**src/rtl/sum_operand_recover.sv**
```systemverilog
`default_nettype none
// ============================================================================
// Module   : sum_operand_recover
// Purpose  : Recovers the unknown addend b of an adder from its known addend a,
//            its sum, carry-in and carry-out: b = {cout,sum} - a - cin.
//            The subtraction runs digit-serially, DIGIT bits per cycle, LSB
//            first. err flags inputs that no WIDTH-bit b could have produced.
// Revision : 1.0 - initial release
// ============================================================================
module sum_operand_recover #(
  parameter int WIDTH = 30,
  parameter int DIGIT = 6
) (
  input  logic             clk,
  input  logic             rst_n,
  input  logic             in_valid,
  output logic             in_ready,
  input  logic [WIDTH-1:0] a,
  input  logic [WIDTH-1:0] sum,
  input  logic             cout,
  input  logic             cin,
  output logic             out_valid,
  input  logic             out_ready,
  output logic [WIDTH-1:0] b,
  output logic             err
);

  localparam int NDIG = WIDTH / DIGIT;
  localparam int CW   = (NDIG > 1) ? $clog2(NDIG) : 1;
  localparam logic [CW-1:0] LAST_DIGIT = CW'(NDIG - 1);

  typedef enum logic [1:0] {
    IDLE = 2'd0,
    RUN  = 2'd1,
    DONE = 2'd2
  } state_t;

  state_t           state_q, state_d;
  logic [CW-1:0]    cnt_q, cnt_d;
  logic             borrow_q, borrow_d;
  logic [WIDTH-1:0] a_q, a_d;
  logic [WIDTH-1:0] sum_q, sum_d;
  logic             cout_q, cout_d;
  logic [WIDTH-1:0] b_q, b_d;
  logic             err_q, err_d;

  logic [DIGIT-1:0] a_dig;
  logic [DIGIT-1:0] s_dig;
  logic [DIGIT:0]   diff;

  assign in_ready  = (state_q == IDLE);
  assign out_valid = (state_q == DONE);
  assign b         = b_q;
  assign err       = err_q;

  // Select the current digit of the captured operands and subtract with borrow;
  // diff[DIGIT] is the outgoing borrow (result went negative).
  always_comb begin
    a_dig = '0;
    s_dig = '0;
    for (int k = 0; k < NDIG; k++) begin
      if (cnt_q == CW'(k)) begin
        a_dig = a_q[k*DIGIT +: DIGIT];
        s_dig = sum_q[k*DIGIT +: DIGIT];
      end
    end
    diff = {1'b0, s_dig} - {1'b0, a_dig} - {{DIGIT{1'b0}}, borrow_q};
  end

  // Next-state and datapath update: capture in IDLE, one digit per RUN cycle,
  // hold the result in DONE until the consumer takes it.
  always_comb begin
    state_d  = state_q;
    cnt_d    = cnt_q;
    borrow_d = borrow_q;
    a_d      = a_q;
    sum_d    = sum_q;
    cout_d   = cout_q;
    b_d      = b_q;
    err_d    = err_q;
    case (state_q)
      IDLE: begin
        if (in_valid) begin
          a_d      = a;
          sum_d    = sum;
          cout_d   = cout;
          cnt_d    = '0;
          borrow_d = cin;
          b_d      = '0;
          err_d    = 1'b0;
          state_d  = RUN;
        end
      end
      RUN: begin
        for (int k = 0; k < NDIG; k++) begin
          if (cnt_q == CW'(k)) begin
            b_d[k*DIGIT +: DIGIT] = diff[DIGIT-1:0];
          end
        end
        borrow_d = diff[DIGIT];
        if (cnt_q == LAST_DIGIT) begin
          cnt_d   = '0;
          err_d   = cout_q ^ diff[DIGIT];
          state_d = DONE;
        end else begin
          cnt_d = cnt_q + CW'(1);
        end
      end
      DONE: begin
        if (out_ready) begin
          state_d = IDLE;
        end
      end
      default: begin
        state_d = IDLE;
      end
    endcase
  end

  // State and datapath registers; reset clears everything immediately.
  always_ff @(posedge clk or negedge rst_n) begin
    if (!rst_n) begin
      state_q  <= IDLE;
      cnt_q    <= '0;
      borrow_q <= 1'b0;
      a_q      <= '0;
      sum_q    <= '0;
      cout_q   <= 1'b0;
      b_q      <= '0;
      err_q    <= 1'b0;
    end else begin
      state_q  <= state_d;
      cnt_q    <= cnt_d;
      borrow_q <= borrow_d;
      a_q      <= a_d;
      sum_q    <= sum_d;
      cout_q   <= cout_d;
      b_q      <= b_d;
      err_q    <= err_d;
    end
  end

endmodule
`default_nettype wire
```
**config.mk**
```make
export PLATFORM = sky130hd
export DESIGN_NAME = sum_operand_recover
export DESIGN_NICKNAME = d
export VERILOG_FILES = /design/src/rtl/sum_operand_recover.sv
export SDC_FILE = /design/constraint.sdc
export NUM_CORES = 1
export LEC_CHECK = 0
export ABC_AREA = 1
export BUFFER_PORTS_ARGS = -buffer_cell sky130_fd_sc_hd__buf_2
export CAP_MARGIN = 20
export CELL_PAD_IN_SITES_DETAIL_PLACEMENT = 0
export CELL_PAD_IN_SITES_GLOBAL_PLACEMENT = 1
export CORE_ASPECT_RATIO = 0.8
export CORE_MARGIN = 10
export CORE_UTILIZATION = 30
export CTS_BUF_LIST = sky130_fd_sc_hd__clkbuf_4
export DETAILED_ROUTE_END_ITERATION = 10
export GPL_ROUTABILITY_DRIVEN = 0
export PLACE_DENSITY_LB_ADDON = 0.1
export SYNTH_ARGS = -nofsm -noshare
export SYNTH_HDL_FRONTEND = slang
export SYNTH_SLANG_ARGS = --single-unit
```
**constraint.sdc**
```tcl
create_clock -name clk -period 7.5 [get_ports clk]
set_input_delay 2.25 -clock clk [delete_from_list [all_inputs] [get_ports clk]]
set_output_delay 2.25 -clock clk [all_outputs]
set_load 0.03 [all_outputs]
```
==> results of run 1 <==
-- flip-flops by register name, summed over array words and instances, names as in the netlist --
name      count
sum_q        30
state_q       2
cnt_q         3
b            30
cout_q        1
a_q          30
err           1
borrow_q      1
-- worst max path at each step --
stage / cells after the start / to / startpoint
2_1_floorplan: 1 / in_ready / state_q[1]$_DFFE_PN0P_
3_3_place_gp: 8 / b[29]$_DFFE_PN0P_ / in_valid
3_5_place_dp: 8 / b[27]$_DFFE_PN0P_ / in_valid
4_1_cts: 15 / b[22]$_DFFE_PN0P_ / cnt_q[1]$_DFFE_PN0P_
5_1_grt: 17 / b[23]$_DFFE_PN0P_ / cnt_q[1]$_DFFE_PN0P_
6_report: 8 / b[27]$_DFFE_PN0P_ / in_valid
-- final cells by class --
type | count | area, sq um
antenna | 1 | 2.50
tap | 210 | 263
clock inverter | 7 | 93.8
multi-input combinational | 421 | 1950
inverter | 41 | 154
fill | 1649 | 9610
timing repair buffer | 102 | 523
clock buffer | 9 | 67.6
sequential | 98 | 2450
-- layer usage --
| layer | global-route usage | up-vias |
|---|---|---|
| li1 | - | 2038 |
| met1 | 0.184 | 1852 |
| met2 | 0.203 | 89 |
| met3 | 0.0487 | 8 |
| met4 | 0.0277 | 0 |
| met5 | 0 | - |
-- critical path: stages --
cell                      delay, ns
sky130_fd_sc_hd__buf_2         0.10
sky130_fd_sc_hd__nand2_2       0.05
sky130_fd_sc_hd__buf_4         0.55
sky130_fd_sc_hd__inv_2         0.30
sky130_fd_sc_hd__nor2_1        0.57
sky130_fd_sc_hd__inv_1         0.13
sky130_fd_sc_hd__nand4_1       0.12
sky130_fd_sc_hd__nand2_1       0.06
-- logic make-up after synthesis --
kind of cell | Yosys count | share of synthesized area
simple gates | 344 | 0.295
fa+ha+maj | 15 | 0.0435
buf+inv | 63 | 0.0550
compound gates | 62 | 0.0805
flops | 98 | 0.526
-- metrics by stage --
stage / cells / util
2_1_floorplan: 582 / -
3_5_place_dp: 872 / 0.354
5_1_grt: 889 / 0.364
3_3_place_gp: 872 / 0.354
6_report: 889 / 0.364
4_1_cts: 888 / 0.364
-- cell usage in the layout (no fill, tap or decap), types with 4 or more instances in the layout --
| cell type | netlist | layout |
|---|---|---|
| sky130_fd_sc_hd__buf_2 | 10 | 97 |
| sky130_fd_sc_hd__o211ai_1 | 4 | 4 |
| sky130_fd_sc_hd__clkbuf_4 | 0 | 9 |
| sky130_fd_sc_hd__dfrtp_1 | 98 | 98 |
| sky130_fd_sc_hd__buf_4 | 2 | 5 |
| sky130_fd_sc_hd__inv_2 | 14 | 14 |
| sky130_fd_sc_hd__inv_1 | 26 | 26 |
| sky130_fd_sc_hd__o21ai_0 | 6 | 6 |
| sky130_fd_sc_hd__a311oi_1 | 5 | 5 |
| sky130_fd_sc_hd__nand4_1 | 11 | 11 |
| sky130_fd_sc_hd__o22ai_1 | 8 | 8 |
| sky130_fd_sc_hd__nand3_1 | 18 | 18 |
| sky130_fd_sc_hd__nand2_1 | 286 | 286 |
| sky130_fd_sc_hd__a31oi_1 | 6 | 6 |
| sky130_fd_sc_hd__ha_1 | 13 | 13 |
| sky130_fd_sc_hd__a21oi_1 | 4 | 4 |
| sky130_fd_sc_hd__o21ai_1 | 22 | 22 |
| sky130_fd_sc_hd__nor2_1 | 21 | 21 |
==> impl_metrics.prom, run 1 <==
# TYPE chip_impl_metric gauge
chip_impl_metric{name="post-route-cell-area",unit="sq um"} 5510
chip_impl_info{name="rsz_0062_raised_after_global_routing",value="no"} 1
chip_impl_metric{name="number_of_antenna_violations_at_the_first_check_in_global_routing",unit=""} 1
chip_impl_metric{name="numCtsBuffers",unit=""} 9
chip_impl_metric{name="first_global_vias",unit=""} 4230
chip_impl_metric{name="number_of_flops_mapped_to_enable_cells_by_yosys",unit=""} 0
chip_impl_metric{name="grt.overflow.total",unit=""} 0
chip_impl_metric{name="estimated_wirelength_of_the_detail_placed_design",unit="um"} 10100
chip_impl_info{name="synth.area.top_cells",value="sky130_fd_sc_hd__dfrtp_1, sky130_fd_sc_hd__nand2_1, sky130_fd_sc_hd__ha_1"} 1
chip_impl_info{name="root_buffer_master",value="sky130_fd_sc_hd__clkbuf_4"} 1
chip_impl_metric{name="postCtsResizedCells",unit=""} 0
chip_impl_metric{name="data_required_time_of_the_critical_path",unit="ns"} 7.89
chip_impl_metric{name="final-max-slew-violation-count",unit=""} 0
chip_impl_metric{name="row_cnt",unit=""} 40
chip_impl_metric{name="synthCells",unit=""} 582
chip_impl_metric{name="syn-mean-instance-area",unit="sq um"} 8.01
chip_impl_metric{name="grt.total_usage",unit=""} 0.135
chip_impl_metric{name="met2RoutedLength",unit="um"} 6000
chip_impl_metric{name="worstPathMaxFanout",unit=""} 64
chip_impl_metric{name="floorplan.initialDensity",unit=""} 0.308
chip_impl_info{name="dominantRegCellSynth",value="sky130_fd_sc_hd__dfrtp_1"} 1
chip_impl_info{name="cell_types_with_the_highest_counts_after_synthesis",value="sky130_fd_sc_hd__nand2_1, sky130_fd_sc_hd__dfrtp_1, sky130_fd_sc_hd__inv_1, sky130_fd_sc_hd__o21ai_1, sky130_fd_sc_hd__nor2_1"} 1
chip_impl_metric{name="detailedPlace.worstSlack",unit="ns"} 3.23
chip_impl_metric{name="post_cts.repair.setup_buffers",unit=""} 0
chip_impl_metric{name="cts_hold_buffers",unit=""} 0
chip_impl_info{name="worstHoldEndpoint",value="b[2]$_DFFE_PN0P_"} 1
chip_impl_metric{name="grt_pass1_wl",unit="um"} 22900
chip_impl_metric{name="deepest_level_of_the_cts_h_tree",unit=""} 3
chip_impl_metric{name="dr_total_vias",unit=""} 3987
chip_impl_metric{name="dieHeight",unit="um"} 131
chip_impl_info{name="end_kind",value="flop"} 1
chip_impl_metric{name="slew_margin_rel",unit=""} 0.337
chip_impl_metric{name="dr_iter_0_viols",unit=""} 278
chip_impl_metric{name="routed_wire_length_per_instance",unit="um"} 15.6
chip_impl_info{name="critPathKind",value="input port to flop"} 1
chip_impl_metric{name="wl",unit="um"} 13900
chip_impl_metric{name="share_of_layout_cells_above_drive_strength_1",unit=""} 0.206
chip_impl_metric{name="place_area",unit="sq um"} 5340
chip_impl_metric{name="number_of_buffers_on_the_longest_clock_path",unit=""} 2
chip_impl_metric{name="period_minus_slack",unit="ns"} 3.77
chip_impl_metric{name="synth.yosys.warnings",unit=""} 0
chip_impl_metric{name="clkTransAtPathRegs",unit="ns"} 0.16
chip_impl_metric{name="setup-violations-final",unit=""} 0
chip_impl_metric{name="boundaryPins",unit=""} 99
chip_impl_metric{name="hold_ws",unit="ns"} 0.487
chip_impl_metric{name="r2r_setup_slack",unit="ns"} 3.76
chip_impl_metric{name="grt_max_degree",unit=""} 65
chip_impl_info{name="yosys.cell_count.top_type",value="sky130_fd_sc_hd__nand2_1"} 1
chip_impl_metric{name="fp.coreArea",unit="sq um"} 15100
chip_impl_metric{name="drc",unit=""} 0
chip_impl_info{name="holdCritPathClass",value="flop to flop"} 1
chip_impl_metric{name="setup_ws",unit="ns"} 3.73
chip_impl_metric{name="wl_met1",unit="um"} 6870
chip_impl_metric{name="hold_viol",unit=""} 0
chip_impl_metric{name="drv.max_cap_violation_count",unit=""} 0
chip_impl_metric{name="yosys.area.top_type_share",unit=""} 0.526
chip_impl_metric{name="syn-cell-area",unit="sq um"} 4660
chip_impl_metric{name="yosysSeqAreaShare",unit=""} 0.526
chip_impl_info{name="run_status",value="complete, no violations"} 1
chip_impl_info{name="clock_tree_from_tritoncts",value="built"} 1
chip_impl_info{name="route.top_layer_used",value="met4"} 1
chip_impl_metric{name="clock-skew-final",unit="ns"} 0.0184
chip_impl_metric{name="final_antenna_net_count",unit=""} 0
chip_impl_metric{name="clock_latency",unit="ns"} 0.48
chip_impl_metric{name="synthToLayoutAreaGrowth",unit="%"} 18.2
chip_impl_metric{name="synth-async-reset-ratio",unit=""} 1.00
chip_impl_metric{name="yosys.cell_types.count",unit=""} 31
chip_impl_info{name="synth.largest_area_cell",value="sky130_fd_sc_hd__dfrtp_1"} 1
chip_impl_metric{name="worst-slew-pin-transition",unit="ns"} 0.992
chip_impl_metric{name="fraction_of_the_cycle_the_final_worst_path_needs",unit=""} 0.502
chip_impl_info{name="rr_endpoint",value="b[20]$_DFFE_PN0P_"} 1
chip_impl_metric{name="hold_path_depth",unit=""} 2
chip_impl_metric{name="synth_seq_cells",unit=""} 98
chip_impl_metric{name="fmaxAchievable",unit="GHz"} 0.265
chip_impl_metric{name="reg2regPathDepth",unit=""} 12
chip_impl_metric{name="viasPerCell",unit=""} 4.48
chip_impl_info{name="r2r_start",value="cnt_q[0]$_DFFE_PN0P_"} 1
chip_impl_metric{name="die_width",unit="um"} 159
chip_impl_metric{name="design.die.area",unit="sq um"} 21000
chip_impl_metric{name="worst-endpoint-arrival",unit="ns"} 4.16
chip_impl_metric{name="nets",unit=""} 754
chip_impl_metric{name="portBuffers",unit=""} 98
chip_impl_info{name="worstHoldStart",value="b[2]$_DFFE_PN0P_"} 1
chip_impl_metric{name="postSynthNetCount",unit=""} 663
chip_impl_metric{name="met3_length",unit="um"} 850
chip_impl_info{name="timing.critical_path.from_type",value="input port"} 1
chip_impl_metric{name="cts_sinks",unit=""} 98
chip_impl_metric{name="final.setup.tns",unit="ns"} 0
chip_impl_metric{name="detail_route.first_pass.iterations",unit=""} 4
Power of run 1 is left out: the tool's default activity adds up to more than one toggle a clock period on the data nets, which glitch-free logic cannot reach.
==> inputs of run 2 (changes only) <==
- clock period: 7.5 -> 3.26 ns (I/O delays scaled with it)
==> impl_metrics.prom, run 2 (same netlist as run 1, synthesis figures left out) <==
# TYPE chip_impl_metric gauge
chip_impl_metric{name="deepest_level_of_the_cts_h_tree",unit=""} 3
chip_impl_metric{name="number_of_buffers_on_the_longest_clock_path",unit=""} 2
chip_impl_metric{name="place_area",unit="sq um"} 5420
chip_impl_metric{name="boundaryPins",unit=""} 99
chip_impl_metric{name="filler_cell_count",unit=""} 1631
chip_impl_metric{name="numCtsBuffers",unit=""} 9
chip_impl_metric{name="fmaxAchievable",unit="GHz"} 0.319
chip_impl_info{name="cp_top_family",value="simple AND/OR/NAND/NOR gates"} 1
chip_impl_metric{name="grt.overflow.total",unit=""} 0
chip_impl_metric{name="first_global_vias",unit=""} 4218
chip_impl_metric{name="grt_max_degree",unit=""} 58
chip_impl_metric{name="viasPerCell",unit=""} 4.49
chip_impl_metric{name="final-max-slew-violation-count",unit=""} 0
chip_impl_info{name="layout_common_cells",value="sky130_fd_sc_hd__nand2_1, sky130_fd_sc_hd__buf_2, sky130_fd_sc_hd__dfrtp_1, sky130_fd_sc_hd__inv_1, sky130_fd_sc_hd__o21ai_1"} 1
chip_impl_metric{name="crit_buf_inv",unit=""} 5
chip_impl_info{name="holdCritPathClass",value="input port to asynchronous set/reset pin"} 1
chip_impl_info{name="layout_commonest_cell",value="sky130_fd_sc_hd__nand2_1"} 1
chip_impl_metric{name="diodes",unit=""} 0
chip_impl_info{name="cell_at_the_slowest_stage_of_the_critical_path",value="sky130_fd_sc_hd__dfrtp_1"} 1
chip_impl_metric{name="worst-endpoint-arrival",unit="ns"} 3.52
chip_impl_metric{name="drv.max_cap_violation_count",unit=""} 0
chip_impl_metric{name="cts_hold_buffers",unit=""} 0
chip_impl_metric{name="r2r_setup_slack",unit="ns"} 0.12
chip_impl_metric{name="row_cnt",unit=""} 40
chip_impl_info{name="rr_endpoint",value="b[23]$_DFFE_PN0P_"} 1
chip_impl_metric{name="post-route-cell-area",unit="sq um"} 5810
chip_impl_metric{name="number_of_antenna_violations_at_the_first_check_in_global_routing",unit=""} 0
chip_impl_info{name="root_buffer_master",value="sky130_fd_sc_hd__clkbuf_4"} 1
chip_impl_info{name="clock_tree_from_tritoncts",value="built"} 1
chip_impl_info{name="end_kind",value="flop"} 1
chip_impl_metric{name="estimated_wirelength_of_the_detail_placed_design",unit="um"} 10700
chip_impl_metric{name="detail_route.first_pass.iterations",unit=""} 4
chip_impl_metric{name="period_minus_slack",unit="ns"} 3.14
chip_impl_metric{name="clock_latency",unit="ns"} 0.49
chip_impl_metric{name="dr_iter_0_viols",unit=""} 322
chip_impl_metric{name="routed_wire_length_per_instance",unit="um"} 15.7
chip_impl_metric{name="grt_pass1_wl",unit="um"} 22800
chip_impl_metric{name="hold_viol",unit=""} 0
chip_impl_metric{name="fraction_of_the_cycle_the_final_worst_path_needs",unit=""} 0.962
chip_impl_metric{name="cts_sinks",unit=""} 98
chip_impl_info{name="timing.critical_path.from_type",value="flop"} 1
chip_impl_metric{name="worst-slew-pin-transition",unit="ns"} 0.642
chip_impl_metric{name="clkTransAtPathRegs",unit="ns"} 0.14
chip_impl_metric{name="dp_cells",unit=""} 881
chip_impl_metric{name="setup-violations-final",unit=""} 0
chip_impl_info{name="r2r_start",value="cnt_q[1]$_DFFE_PN0P_"} 1
chip_impl_metric{name="grt.total_usage",unit=""} 0.134
chip_impl_metric{name="clock-skew-final",unit="ns"} 0.0181
chip_impl_info{name="critPathKind",value="flop to flop"} 1
chip_impl_metric{name="final_antenna_net_count",unit=""} 0
chip_impl_info{name="cp_common_cell",value="sky130_fd_sc_hd__inv_2"} 1
chip_impl_metric{name="synthToLayoutAreaGrowth",unit="%"} 24.7
chip_impl_metric{name="fp.coreArea",unit="sq um"} 15100
chip_impl_metric{name="share_of_layout_cells_above_drive_strength_1",unit=""} 0.268
chip_impl_metric{name="wp_depth",unit=""} 16
chip_impl_metric{name="portBuffers",unit=""} 98
chip_impl_metric{name="dr_total_vias",unit=""} 4072
chip_impl_metric{name="die_width",unit="um"} 159
chip_impl_info{name="rsz_0062_raised_after_global_routing",value="yes"} 1
chip_impl_metric{name="floorplan.initialDensity",unit=""} 0.308
chip_impl_info{name="run_status",value="complete, no violations"} 1
chip_impl_metric{name="detailedPlace.worstSlack",unit="ns"} -0.177
chip_impl_metric{name="final-instance-count-excl-fill",unit=""} 907
chip_impl_metric{name="nets",unit=""} 773
chip_impl_metric{name="wl",unit="um"} 14300
chip_impl_metric{name="data_required_time_of_the_critical_path",unit="ns"} 3.64
chip_impl_metric{name="cp_slowest_stage_delay",unit="ns"} 0.44
chip_impl_info{name="cells_along_the_critical_path",value="inv_2 > ha_4 > inv_1 > nor2_4 > buf_12 > nand3_1 > a311oi_4 > buf_4 > o22ai_1 > ha_1 > inv_2 > or2_2 > a31oi_2 > nand3_2 > nand4_1 > nand2_1"} 1
chip_impl_metric{name="design.die.area",unit="sq um"} 21000
chip_impl_metric{name="setup_ws",unit="ns"} 0.123
chip_impl_metric{name="slew_margin_rel",unit=""} 0.570
chip_impl_metric{name="worstPathMaxFanout",unit=""} 5
chip_impl_metric{name="drc",unit=""} 0
chip_impl_metric{name="reg2regPathDepth",unit=""} 16
chip_impl_metric{name="dieHeight",unit="um"} 131
[run 2: cell count changes in the layout (fill, tap and decap cells not counted), sizes merged]
cell / previous run / this run
buf: 102 / 121
bufinv: 2 / 0
clkinv: 4 / 6
diode: 1 / 0
[run 2: final cells by class]
cell class,count,area (sq um),area share
Sequential cell,98,2450,0.422
Multi-Input combinational cell,421,2140,0.368
Timing Repair Buffer,121,692,0.119
Tap cell,210,263,0.0452
Inverter,41,159,0.0273
Clock buffer,9,67.6,0.0116
Clock inverter,7,36.3,0.00624
[run 2: how the worst max path moves through the flow]
stage,from,endpoint,slack (ns)
6_report,cnt_q[1]$_DFFE_PN0P_,b[23]$_DFFE_PN0P_,0.12
5_1_grt,cnt_q[1]$_DFFE_PN0P_,b[29]$_DFFE_PN0P_,-0.08
4_1_cts,cnt_q[1]$_DFFE_PN0P_,err$_DFFE_PN0P_,0.008
3_5_place_dp,cnt_q[1]$_DFFE_PN0P_,b[11]$_DFFE_PN0P_,-0.18
3_3_place_gp,cnt_q[1]$_DFFE_PN0P_,b[11]$_DFFE_PN0P_,-0.18
2_1_floorplan,cnt_q[1]$_DFFE_PN0P_,err$_DFFE_PN0P_,0.39
[run 2: stage by stage]
step	hold slack, ns	TNS, ns	util
floorplan	0.449	0	-
global placement	0.454	-1.51	0.359
detailed placement	0.460	-1.54	0.359
CTS	0.488	0	0.368
global route	0.493	-0.387	0.385
finish	0.488	0	0.385
[run 2: layer usage]
| layer | wire, um | up-vias | part of all wire | GRT usage |
|---|---|---|---|---|
| li1 | - | 2081 | - | - |
| met1 | 7290 | 1886 | 0.51 | 0.186 |
| met2 | 6000 | 90 | 0.42 | 0.195 |
| met3 | 765 | 15 | 0.054 | 0.0428 |
| met4 | 192 | 0 | 0.013 | 0.0385 |
| met5 | 0 | - | 0 | 0 |
[run 2: repair_timing]
action / CTS / global route
cloned: 0 / 1
pin swaps: 1 / 18
endpoints found under the setup margin: 17 / 26
buffers inserted: 0 / 9
resized for setup: 5 / 38
endpoints found under the hold margin: 0 / 0
Power of run 2 is left out for the same reason.
==> inputs of run 3 (changes only) <==
- MAX_ROUTING_LAYER: not set -> met4
==> impl_metrics.prom, run 3 (same netlist as run 1, synthesis figures left out) <==
# TYPE chip_impl_metric gauge
chip_impl_metric{name="slew_margin_rel",unit=""} 0.575
chip_impl_metric{name="number_of_buffers_on_the_longest_clock_path",unit=""} 2
chip_impl_metric{name="grt_pass1_wl",unit="um"} 22800
chip_impl_metric{name="final_antenna_net_count",unit=""} 0
chip_impl_info{name="critPathKind",value="flop to flop"} 1
chip_impl_metric{name="boundaryPins",unit=""} 99
chip_impl_metric{name="period_minus_slack",unit="ns"} 3.14
chip_impl_metric{name="grt.total_usage",unit=""} 0.138
chip_impl_metric{name="detail_route.first_pass.iterations",unit=""} 4
chip_impl_metric{name="cts_sinks",unit=""} 98
chip_impl_metric{name="estimated_wirelength_of_the_detail_placed_design",unit="um"} 10700
chip_impl_metric{name="drv.max_cap_violation_count",unit=""} 0
chip_impl_metric{name="clkTransAtPathRegs",unit="ns"} 0.15
chip_impl_info{name="root_buffer_master",value="sky130_fd_sc_hd__clkbuf_4"} 1
chip_impl_metric{name="wp_depth",unit=""} 16
chip_impl_metric{name="drc",unit=""} 0
chip_impl_metric{name="clock_latency",unit="ns"} 0.49
chip_impl_metric{name="setup_ws",unit="ns"} 0.123
chip_impl_info{name="r2r_start",value="cnt_q[1]$_DFFE_PN0P_"} 1
chip_impl_metric{name="floorplan.initialDensity",unit=""} 0.308
chip_impl_info{name="cp_top_family",value="simple AND/OR/NAND/NOR gates"} 1
chip_impl_metric{name="detailedPlace.worstSlack",unit="ns"} -0.177
chip_impl_metric{name="hold_ws",unit="ns"} 0.481
chip_impl_info{name="worst_setup_path_startpoint",value="cnt_q[1]$_DFFE_PN0P_"} 1
chip_impl_metric{name="dp_cells",unit=""} 881
chip_impl_metric{name="grt_max_degree",unit=""} 58
chip_impl_metric{name="diodes",unit=""} 0
chip_impl_info{name="end_kind",value="flop"} 1
chip_impl_metric{name="reg2regPathDepth",unit=""} 16
chip_impl_metric{name="grt.overflow.total",unit=""} 0
chip_impl_metric{name="number_of_antenna_violations_at_the_first_check_in_global_routing",unit=""} 0
chip_impl_metric{name="data_required_time_of_the_critical_path",unit="ns"} 3.64
chip_impl_metric{name="cp_slowest_stage_delay",unit="ns"} 0.44
chip_impl_metric{name="worstPathMaxFanout",unit=""} 5
chip_impl_metric{name="portBuffers",unit=""} 98
chip_impl_metric{name="crit_buf_inv",unit=""} 5
chip_impl_metric{name="clock-skew-final",unit="ns"} 0.0168
chip_impl_info{name="cp_common_cell",value="sky130_fd_sc_hd__inv_2"} 1
chip_impl_metric{name="fp.coreArea",unit="sq um"} 15100
chip_impl_metric{name="filler_cell_count",unit=""} 1629
chip_impl_metric{name="setup-violations-final",unit=""} 0
chip_impl_info{name="run_status",value="complete, no violations"} 1
chip_impl_metric{name="design.die.area",unit="sq um"} 21000
chip_impl_info{name="holdCritPathClass",value="input port to asynchronous set/reset pin"} 1
chip_impl_metric{name="first_global_vias",unit=""} 4222
chip_impl_metric{name="routed_wire_length_per_instance",unit="um"} 15.6
chip_impl_info{name="timing.critical_path.from_type",value="flop"} 1
chip_impl_metric{name="die_width",unit="um"} 159
chip_impl_metric{name="dr_iter_0_viols",unit=""} 258
chip_impl_metric{name="r2r_setup_slack",unit="ns"} 0.12
chip_impl_metric{name="row_cnt",unit=""} 40
chip_impl_metric{name="final-max-slew-violation-count",unit=""} 0
chip_impl_info{name="layout_commonest_cell",value="sky130_fd_sc_hd__nand2_1"} 1
chip_impl_metric{name="hold_viol",unit=""} 0
chip_impl_metric{name="share_of_layout_cells_above_drive_strength_1",unit=""} 0.267
chip_impl_metric{name="wl",unit="um"} 14200
chip_impl_info{name="cell_at_the_slowest_stage_of_the_critical_path",value="sky130_fd_sc_hd__dfrtp_1"} 1
chip_impl_metric{name="viasPerCell",unit=""} 4.47
chip_impl_metric{name="synthToLayoutAreaGrowth",unit="%"} 24.6
chip_impl_metric{name="deepest_level_of_the_cts_h_tree",unit=""} 3
chip_impl_metric{name="worst-slew-pin-transition",unit="ns"} 0.635
chip_impl_metric{name="dr_total_vias",unit=""} 4058
chip_impl_metric{name="dieHeight",unit="um"} 131
chip_impl_metric{name="worst-endpoint-arrival",unit="ns"} 3.52
chip_impl_metric{name="numCtsBuffers",unit=""} 9
chip_impl_info{name="cells_along_the_critical_path",value="inv_2 > ha_4 > inv_1 > nor2_4 > buf_12 > nand3_1 > a311oi_4 > buf_4 > o22ai_1 > ha_1 > inv_2 > or2_2 > a31oi_2 > nand3_2 > nand4_1 > nand2_1"} 1
chip_impl_metric{name="fraction_of_the_cycle_the_final_worst_path_needs",unit=""} 0.962
chip_impl_info{name="layout_common_cells",value="sky130_fd_sc_hd__nand2_1, sky130_fd_sc_hd__buf_2, sky130_fd_sc_hd__dfrtp_1, sky130_fd_sc_hd__inv_1, sky130_fd_sc_hd__o21ai_1"} 1
chip_impl_metric{name="final-instance-count-excl-fill",unit=""} 907
chip_impl_metric{name="fmaxAchievable",unit="GHz"} 0.319
chip_impl_info{name="rsz_0062_raised_after_global_routing",value="yes"} 1
chip_impl_metric{name="nets",unit=""} 773
chip_impl_metric{name="final.setup.tns",unit="ns"} 0
chip_impl_info{name="clock_tree_from_tritoncts",value="built"} 1
[run 3: cell counts in the layout (fill, tap and decap cells not counted)]
Identical to the previous run, type by type.
[run 3: final cells by class]
type	instances	area (sq um)	share of cell area
clock buffers	9	67.6	0.0116
flip-flops and latches	98	2450	0.423
inverters	41	159	0.0274
well taps	210	263	0.0452
multi-input cells	421	2140	0.368
clock inverters	7	36.3	0.00625
repair buffers	121	692	0.119
[run 3: worst register-to-register path, stage by stage, from the launching register on]
cell and delay [ns]:
sky130_fd_sc_hd__dfrtp_1 0.44, sky130_fd_sc_hd__inv_2 0.13, sky130_fd_sc_hd__ha_4 0.16, sky130_fd_sc_hd__inv_1 0.06, sky130_fd_sc_hd__nor2_4 0.14, sky130_fd_sc_hd__buf_12 0.13, sky130_fd_sc_hd__nand3_1 0.11, sky130_fd_sc_hd__a311oi_4 0.37
sky130_fd_sc_hd__buf_4 0.17, sky130_fd_sc_hd__o22ai_1 0.06, sky130_fd_sc_hd__ha_1 0.35, sky130_fd_sc_hd__inv_2 0.06, sky130_fd_sc_hd__or2_2 0.30, sky130_fd_sc_hd__a31oi_2 0.18, sky130_fd_sc_hd__nand3_2 0.17, sky130_fd_sc_hd__nand4_1 0.13
sky130_fd_sc_hd__nand2_1 0.06
[run 3: repair_timing]
| item | CTS | global route |
|---|---|---|
| buffers inserted | 0 | 9 |
| gates cloned | 0 | 1 |
| pin swaps | 1 | 18 |
| hold buffers | 0 | 0 |
| setup endpoints to repair | 17 | 26 |
| gates resized for setup | 5 | 37 |
[run 3: path summary, 6_finish.rpt]
path / end
worst max register to register: b[23]$_DFFE_PN0P_
worst min register to register: b[14]$_DFFE_PN0P_
worst max-delay path: b[23]$_DFFE_PN0P_
min in group clk: b[14]$_DFFE_PN0P_
worst min-delay path: sum_q[8]$_DFFE_PN0P_
max in group asynchronous: a_q[25]$_DFFE_PN0P_
[run 3: per-layer routing]
layer / track usage / share of wire
met1: 0.189 / 0.52
met2: 0.196 / 0.43
met5: - / 0
met3: 0.0362 / 0.042
met4: 0.0385 / 0.013
[run 3: metrics by stage]
step	cell area, sq um	utilization
after floorplan	4660	-
after global placement	5420	0.359
after detailed placement	5420	0.359
after CTS	5560	0.368
after global routing	5810	0.384
final	5810	0.384
Power of run 3 is left out for the same reason.
